--- config.mk ---
export PLATFORM = sky130hd
export DESIGN_NAME = loop_controller
export DESIGN_NICKNAME = d
export VERILOG_FILES = /design/src/rtl/loop_controller_pkg.sv /design/src/rtl/loop_controller_scanner.sv /design/src/rtl/loop_controller.sv
export SDC_FILE = /design/constraint.sdc
export NUM_CORES = 1
export LEC_CHECK = 0
export ABC_AREA = 1
export BUFFER_PORTS_ARGS = -buffer_cell sky130_fd_sc_hd__buf_2
export CAP_MARGIN = 0
export CORE_ASPECT_RATIO = 1.25
export CORE_MARGIN = 5
export CORE_UTILIZATION = 63
export CTS_CLUSTER_SIZE = 12
export DETAILED_ROUTE_END_ITERATION = 6
export HOLD_SLACK_MARGIN = 0.02
export PLACE_DENSITY = 0.88
export SLEW_MARGIN = 10
export SYNTH_ARGS = -nofsm -noshare
export SYNTH_HDL_FRONTEND = slang
export SYNTH_HIERARCHICAL = 1
export SYNTH_SLANG_ARGS = --single-unit
--- constraint.sdc ---
create_clock -name CLK -period 4.3 [get_ports CLK]
set_clock_uncertainty 0.1 [all_clocks]
set_input_delay 0.645 -clock CLK [delete_from_list [all_inputs] [get_ports CLK]]
set_output_delay 0.645 -clock CLK [all_outputs]
set_load 0.05 [all_outputs]
--- src/rtl/loop_controller_pkg.sv ---
// Shared definitions for the bracket loop controller: opcode bytes and FSM state encoding.
`timescale 1ns/1ps
package loop_controller_pkg;

  localparam logic [7:0] OP_OPEN  = 8'h5B;  // '['
  localparam logic [7:0] OP_CLOSE = 8'h5D;  // ']'

  typedef enum logic [1:0] {
    ST_IDLE     = 2'd0,
    ST_POP_WAIT = 2'd1,
    ST_SCAN     = 2'd2,
    ST_FAULT    = 2'd3
  } state_e;

endpackage

--- src/rtl/loop_controller_scanner.sv ---
// Forward bracket scanner: streams instruction bytes one per cycle from a
// synchronous memory, tracks nesting and flags the matching ']' or a fault.
`timescale 1ns/1ps
module loop_controller_scanner #(
  parameter int ADDR_WIDTH = 11,
  parameter int NEST_WIDTH = 8
) (
  input  logic                  clk,
  input  logic                  rst_n,
  input  logic                  i_load,
  input  logic [ADDR_WIDTH-1:0] i_pc,
  input  logic                  i_active,
  input  logic [7:0]            i_data,
  output logic [ADDR_WIDTH-1:0] o_addr,
  output logic                  o_match,
  output logic [ADDR_WIDTH-1:0] o_match_addr,
  output logic                  o_fault
);
  import loop_controller_pkg::*;

  logic [ADDR_WIDTH-1:0] r_addr;     // address presented to memory this cycle
  logic [ADDR_WIDTH-1:0] r_rd_addr;  // address of the byte arriving this cycle
  logic                  r_rd_vld;   // a byte issued last cycle arrives now
  logic [NEST_WIDTH-1:0] r_nest;

  logic w_is_open;
  logic w_is_close;
  logic w_nest_ovf;
  logic w_wrap;

  assign w_is_open  = r_rd_vld && (i_data == OP_OPEN);
  assign w_is_close = r_rd_vld && (i_data == OP_CLOSE);

  assign o_match      = w_is_close && (r_nest == NEST_WIDTH'(1));
  assign o_match_addr = r_rd_addr;
  assign o_addr       = r_addr;

  // One more '[' with a saturated counter cannot be represented.
  assign w_nest_ovf = w_is_open && (&r_nest);
  // The last address has been examined without finding the match: going on would wrap.
  assign w_wrap     = r_rd_vld && (&r_rd_addr) && !o_match;
  assign o_fault    = w_nest_ovf || w_wrap;

  // Address generation, read tracking and nesting count; the read in flight at a match or fault is dropped.
  always_ff @(posedge clk or negedge rst_n) begin
    if (!rst_n) begin
      r_addr    <= '0;
      r_rd_addr <= '0;
      r_rd_vld  <= 1'b0;
      r_nest    <= '0;
    end else if (i_load) begin
      r_addr    <= i_pc + ADDR_WIDTH'(1);
      r_rd_addr <= '0;
      r_rd_vld  <= 1'b0;
      r_nest    <= NEST_WIDTH'(1);
    end else if (i_active && !o_match && !o_fault) begin
      r_rd_vld  <= 1'b1;
      r_rd_addr <= r_addr;
      // Park on the top address; its byte decides between match and wrap fault.
      if (!(&r_addr)) begin
        r_addr <= r_addr + ADDR_WIDTH'(1);
      end
      if (w_is_open) begin
        r_nest <= r_nest + NEST_WIDTH'(1);
      end else if (w_is_close) begin
        r_nest <= r_nest - NEST_WIDTH'(1);
      end
    end else begin
      r_rd_vld <= 1'b0;
    end
  end

endmodule

--- src/rtl/loop_controller.sv ---
// Loop controller for '[' / ']' bracket instructions: pushes/pops the loop
// stack for taken loops and runs a forward scan to skip a loop whose cell is zero.
`timescale 1ns/1ps
module loop_controller #(
  parameter int ADDR_WIDTH = 11,
  parameter int DEPTH_POW  = 7,
  parameter int NEST_WIDTH = 8
) (
  input  logic                  CLK,
  input  logic                  RESET_N,
  input  logic                  START,
  input  logic                  OPCODE_CLOSE,
  input  logic [ADDR_WIDTH-1:0] PC,
  input  logic                  CELL_ZERO,
  output logic                  BUSY,
  output logic                  DONE,
  output logic [ADDR_WIDTH-1:0] NEXT_PC,
  output logic                  ERROR,
  output logic [ADDR_WIDTH-1:0] IMEM_ADDR,
  input  logic [7:0]            IMEM_DATA,
  output logic                  STK_PUSH,
  output logic                  STK_POP,
  output logic [ADDR_WIDTH-1:0] STK_D,
  input  logic [ADDR_WIDTH-1:0] STK_Q
);
  import loop_controller_pkg::*;

  state_e                r_state;
  logic                  r_busy;
  logic                  r_done;
  logic                  r_error;
  logic [ADDR_WIDTH-1:0] r_next_pc;
  logic [DEPTH_POW:0]    r_level;    // 0 .. 2**DEPTH_POW inclusive
  logic [ADDR_WIDTH-1:0] r_lat_pc;
  logic                  r_lat_cz;

  logic                  w_accept;
  logic                  w_full;
  logic                  w_push;
  logic                  w_pop;
  logic                  w_scan_load;
  logic                  w_match;
  logic                  w_scan_fault;
  logic [ADDR_WIDTH-1:0] w_match_addr;

  assign w_accept = START && (r_state == ST_IDLE);
  // Level never exceeds capacity, so the top bit alone marks a full stack.
  assign w_full   = r_level[DEPTH_POW];

  // Stack strobes fire in the START cycle itself; reset masks them immediately.
  assign w_push = RESET_N && w_accept && !OPCODE_CLOSE && !CELL_ZERO && !w_full;
  assign w_pop  = RESET_N && w_accept && OPCODE_CLOSE && (r_level != '0);

  // A '[' at the top address would start its scan past the end, so it faults instead.
  assign w_scan_load = w_accept && !OPCODE_CLOSE && CELL_ZERO && !(&PC);

  assign STK_PUSH = w_push;
  assign STK_POP  = w_pop;
  assign STK_D    = w_push ? PC : '0;

  assign BUSY    = r_busy;
  assign DONE    = r_done;
  assign NEXT_PC = r_next_pc;
  assign ERROR   = r_error;

  loop_controller_scanner #(
    .ADDR_WIDTH (ADDR_WIDTH),
    .NEST_WIDTH (NEST_WIDTH)
  ) u_scanner (
    .clk          (CLK),
    .rst_n        (RESET_N),
    .i_load       (w_scan_load),
    .i_pc         (PC),
    .i_active     (r_state == ST_SCAN),
    .i_data       (IMEM_DATA),
    .o_addr       (IMEM_ADDR),
    .o_match      (w_match),
    .o_match_addr (w_match_addr),
    .o_fault      (w_scan_fault)
  );

  // Control FSM with registered BUSY/DONE/NEXT_PC/ERROR and the loop nesting level.
  always_ff @(posedge CLK or negedge RESET_N) begin
    if (!RESET_N) begin
      r_state   <= ST_IDLE;
      r_busy    <= 1'b0;
      r_done    <= 1'b0;
      r_error   <= 1'b0;
      r_next_pc <= '0;
      r_level   <= '0;
      r_lat_pc  <= '0;
      r_lat_cz  <= 1'b0;
    end else begin
      r_done <= 1'b0;
      // BUSY covers the DONE cycle and drops after it unless a new START is taken.
      if (r_done) begin
        r_busy <= 1'b0;
      end
      case (r_state)
        ST_IDLE: begin
          if (START) begin
            if (!OPCODE_CLOSE && !CELL_ZERO) begin
              if (w_full) begin
                r_state <= ST_FAULT;
                r_error <= 1'b1;
                r_busy  <= 1'b0;
              end else begin
                r_level   <= r_level + 1'b1;
                r_done    <= 1'b1;
                r_next_pc <= PC + ADDR_WIDTH'(1);
                r_busy    <= 1'b1;
              end
            end else if (!OPCODE_CLOSE) begin
              if (&PC) begin
                r_state <= ST_FAULT;
                r_error <= 1'b1;
                r_busy  <= 1'b0;
              end else begin
                r_state <= ST_SCAN;
                r_busy  <= 1'b1;
              end
            end else if (r_level == '0) begin
              r_state <= ST_FAULT;
              r_error <= 1'b1;
              r_busy  <= 1'b0;
            end else begin
              r_level  <= r_level - 1'b1;
              r_lat_pc <= PC;
              r_lat_cz <= CELL_ZERO;
              r_state  <= ST_POP_WAIT;
              r_busy   <= 1'b1;
            end
          end
        end
        ST_POP_WAIT: begin
          // Loop taken: jump back to the '[' which re-pushes itself; else fall through.
          r_done    <= 1'b1;
          r_next_pc <= r_lat_cz ? (r_lat_pc + ADDR_WIDTH'(1)) : STK_Q;
          r_state   <= ST_IDLE;
        end
        ST_SCAN: begin
          if (w_scan_fault) begin
            r_state <= ST_FAULT;
            r_error <= 1'b1;
            r_busy  <= 1'b0;
          end else if (w_match) begin
            r_done    <= 1'b1;
            r_next_pc <= w_match_addr + ADDR_WIDTH'(1);
            r_state   <= ST_IDLE;
          end
        end
        ST_FAULT: begin
          r_error <= 1'b1;
          r_busy  <= 1'b0;
        end
        default: begin
          r_state <= ST_IDLE;
        end
      endcase
    end
  end

endmodule

==> summary.md <==
| Metric | Value |
|---|---|
| Layout area overhead | 10.47% |
| Starting DRT DRC Count | between 300 and 400 |
| Hold_sp | ERROR |
| Main area contributors after synthesis | dfrtp_1, nand2_1, nand3_1, nor2_1, inv_1 |
| Antenna cell count | 0 |
| CP required | around 4.4 ns |
| Die Span X | a little over 90 µm |
| Ports | between 70 and 80 |
| Cell Area, Synth | ~0.005 mm² |
| Power share of the clock group | about 45% |
| Slowest CP cell | dfrtp_1 |
| Sw Share | a little under a quarter |
| P_sw | 0.3040 mW |
| Worst rel slew slack | about two fifths |
| CORE AREA | 0.007883 mm² |
| Syn Inst Count | 779 |
| Status | complete, no violations |
| Xor/xnor share of the synthesized area | around 3.4% |
| Startpoint Class | register |
| CTS tree | built |
| Number of global-route vias before repair | between 4,000 and 5,000 |
| Adder-Cell Fraction of Synth Area | under 10% |
| Root Buffer Master | clkbuf_8 |
| Cell mode on critical path | nand2_1 |
| Via count | 5,373 |
| Final wirelength | between 10 and 15 mm |
| Endpoints failing setup | 0 |
| Seq/Total Area, Yosys | 32.78% |
| Yosys warns | 6 |
| H-tree Lvls | 3 |
| Hold Vio Cnt, Final | 0 |
| Number of remaining DRC errors | 0 |
| Synth Net Count | roughly 830 |
| Die ar. | about 0.010 mm² |
| Comb pwr share | between 6 and 7% |
| Fill count | around 660 |
| Multiplexer area fraction after synthesis | 0% |
| Initial DRT Pass Iterations | 7 |
| Port Buffers | approximately 70 |
| Max-Cap Viols | 0 |
| Clock-pin slew on the worst setup and hold paths | approximately 0.08 ns |
| Leak | 3.110 nW |
| Worst Hold End | ERROR |
| Main synth FF type | dfrtp_1 |
| RR Startpoint | r_state[1] |
| Placed cell area | 0.005435 mm² |
| Worst Reg-to-Reg Cells | 17 |
| Main combinational cell family by area after synthesis | simple AND/OR/NAND/NOR gates |
| Sink Count | 67 |
| Area leader, netlist | dfrtp_1 |
| Worst-Skew Late Latency | approximately 0.36 ns |
| All-Layer GR Usage | 27.48% |
| DR WL/cell | approximately 15 µm |
| Starting Density | about two thirds |
| Worst hold path class | register to register |
| Largest net degree at the start of global routing | 68 |
| Chip height | between 100 and 150 µm |
| Unrepaired setup endpoints after global routing | no |
| Final Hold Slack | approximately 0.37 ns |
| Fraction of layout cells with a size suffix above 1 | around 15% |
| Register area | 0.001677 mm² |
| CTS buffer count | 9 |
| Fin crit period | 3.113 ns |
| Slew @ Worst Pin | just under 0.9 ns |
| CP Capture Type | register |
| Vias/cell | 5.722 |
| Routed Antenna Nets | 0 |
| Simple-gate share of the synthesized area | a little over two fifths |
| Initial antenna violation count | 0 |
| Worst Path Max Fanout | 20 |
| Worst Slack Setup Final | around 1.2 ns |
| Worst Setup Slack post-DPL | around 1.3 ns |
| CP arrival | ~3.3 ns |
| Max stage delay on crit path | about 0.42 ns |
| Internal Power | 0.9909 mW |
| Power Dens Cells | about 230 mW/mm² |
| Synth Register Bits | 67 |
| Sequential share of power | between 40% and 50% |
| Hold-critical path depth | 2 |
| Final Util | 71.68% |
| # hold bufs at CTS | 0 |
| Multi-input logic area | between 0.002 and 0.003 mm² |
| Critical setup path kind | register to register |
| # resized after CTS | 0 |
| Slew Viols, Final | 0 |
| Post-synth ARST share | 100.0% |
| DP HPWL | ~10 mm |
| R2R Path End | u_scanner/o_addr[6] |
| Setup Buffers After CTS | 0 |
| Total negative slack | 0 ns |
| Fmax | 0.3212 GHz |
| GPL Wtd Cong | 0.9652 |
| Global-route wire length before repair | approximately 23 mm |
| Cells along the critical path | inv_1 -> ha_1 -> nand2_1 -> inv_1 -> nand4_1 -> inv_1 -> buf_4 -> a21oi_1 -> inv_1 -> ha_1 -> nand3_1 -> nor2_1 -> nand2_1 -> nand2_1 -> nand2_1 -> nand3_1 -> nand2_1 |
| Max IR drop VDD | 0.0002494 V |
| Finished layout cell area | 0.005650 mm² |
| Post-Syn Area per Cell | 6.566 µm² |
| Yosys cell types | 43 |
| Compound-gate portion of the synthesized area | 8.806% |
| Bufs on Longest Clock Path | 2 |
| Period utilisation layout | 72.40% |
| Area share of the largest cell type after synthesis | between 30 and 40% |
| R2R setup slack | around 1.2 ns |
| Row Count | 36 |
| Post-synth EDFFs | 0 |
| GR Overflow Total | 0 |
| Nets | just under 900 |
## stage by stage
| step | cells | total power [mW] |
|---|---|---|
| detailed placement | 924 | 0.7215 |
| global route | 939 | 1.340 |
| finish | 939 | 1.295 |
| floorplan | 779 | 0.6748 |
| global placement | 924 | 0.7191 |
| CTS | 939 | 1.301 |
## power by group through the flow
stage	Sequential, mW	Combinational (mW)	Clock [mW]
finish	0.630	0.0801	0.585
global route	0.629	0.0889	0.621
CTS	0.630	0.0802	0.591
detailed placement	0.642	0.0795	0
global placement	0.642	0.0771	0
floorplan	0.642	0.0326	0
## critical path, delay by kind of cell, from the launching register on
family,cells,cell delay [ns]
DFF,1,0.42
AOI/OAI and AO/OA,1,0.14
adders and majority gates,2,0.50
buffers and inverters,5,0.95
and+or+nand+nor,9,0.89
## cell usage after synthesis (2+ instances only)
library cell and count:
nand3b_1 2, nor3_1 7, o31ai_1 2, o21ai_0 40, nand2_1 263, dfrtp_1 67
o21a_1 2, a31oi_1 6, ha_1 13, xor2_1 14, clkbuf_1 3, a22oi_1 2
inv_4 2, nor2_4 2, a21oi_1 18, nand2_2 6, inv_2 5, xnor2_1 6
buf_2 10, nand2_4 2, nand3_1 75, nor2_1 96, buf_6 9, o21ai_2 2
nand4_1 19, o21ai_1 4, nor2_2 8, or2_2 2, inv_1 77, nand3_2 2
## layer usage
| layer | up-vias | share of wire [%] | GRT usage, % | wire, µm |
|---|---|---|---|---|
| li1 | 2607 | - | - | - |
| met1 | 2473 | 39 | 33.06 | 5415 |
| met2 | 244 | 50 | 46.58 | 7014 |
| met3 | 49 | 6.7 | 4.209 | 926 |
| met4 | 0 | 4.0 | 14.90 | 557 |
| met5 | - | 0 | 0 | 0 |
## cells in the final DEF (no fill, tap or decap), types with 4 or more instances in the layout
master | synthesis | routed
a21oi_1 | 18 | 18
a31oi_1 | 6 | 6
buf_2 | 10 | 72
clkbuf_8 | 0 | 10
dfrtp_1 | 67 | 67
ha_1 | 13 | 13
inv_1 | 77 | 77
inv_2 | 5 | 5
nand2_1 | 263 | 263
nand2_2 | 6 | 6
nand3_1 | 75 | 75
nand4_1 | 19 | 19
nor2_1 | 96 | 96
nor2_2 | 8 | 8
nor3_1 | 7 | 7
o21ai_0 | 40 | 40
o21ai_1 | 4 | 4
xnor2_1 | 6 | 6
xor2_1 | 14 | 14
## worst max path at each step
stage / start / endpoint
after global placement: PC[9] / u_scanner/o_addr[8]
after detailed placement: PC[7] / u_scanner/o_addr[8]
after global routing: r_state[0] / u_scanner/o_addr[6]
final: r_state[1] / u_scanner/o_addr[6]
after floorplan: OPCODE_CLOSE / STK_D[0]
after CTS: r_state[0] / u_scanner/o_addr[6]
## final cells by class
type / count / area share (%)
inverter: 85 / 5.824
multi-input combinational: 603 / 51.95
tap: 95 / 2.104
clock buffer: 10 / 2.436
timing repair buffer: 74 / 6.643
sequential: 67 / 29.67
clock inverter: 5 / 1.373
## cells by family after synthesis
group | count (synthesis)
AO/OA/AOI/OAI | 79
XOR/XNOR | 20
adder cells (fa/ha/maj) | 13
buffers and inverters | 109
flip-flops | 67
AND/OR/NAND/NOR | 491
## flip-flops by register name (all words and copies together) (netlist names)
signal and count:
BUSY 1, DONE 1, ERROR 1, NEXT_PC 11, r_lat_cz 1, r_lat_pc 11
r_level 8, r_state 2, u_scanner/o_addr 11, u_scanner/o_match_addr 11, u_scanner/r_nest 8, u_scanner/r_rd_vld 1
Note: power is estimated with default switching activity, not from simulation.
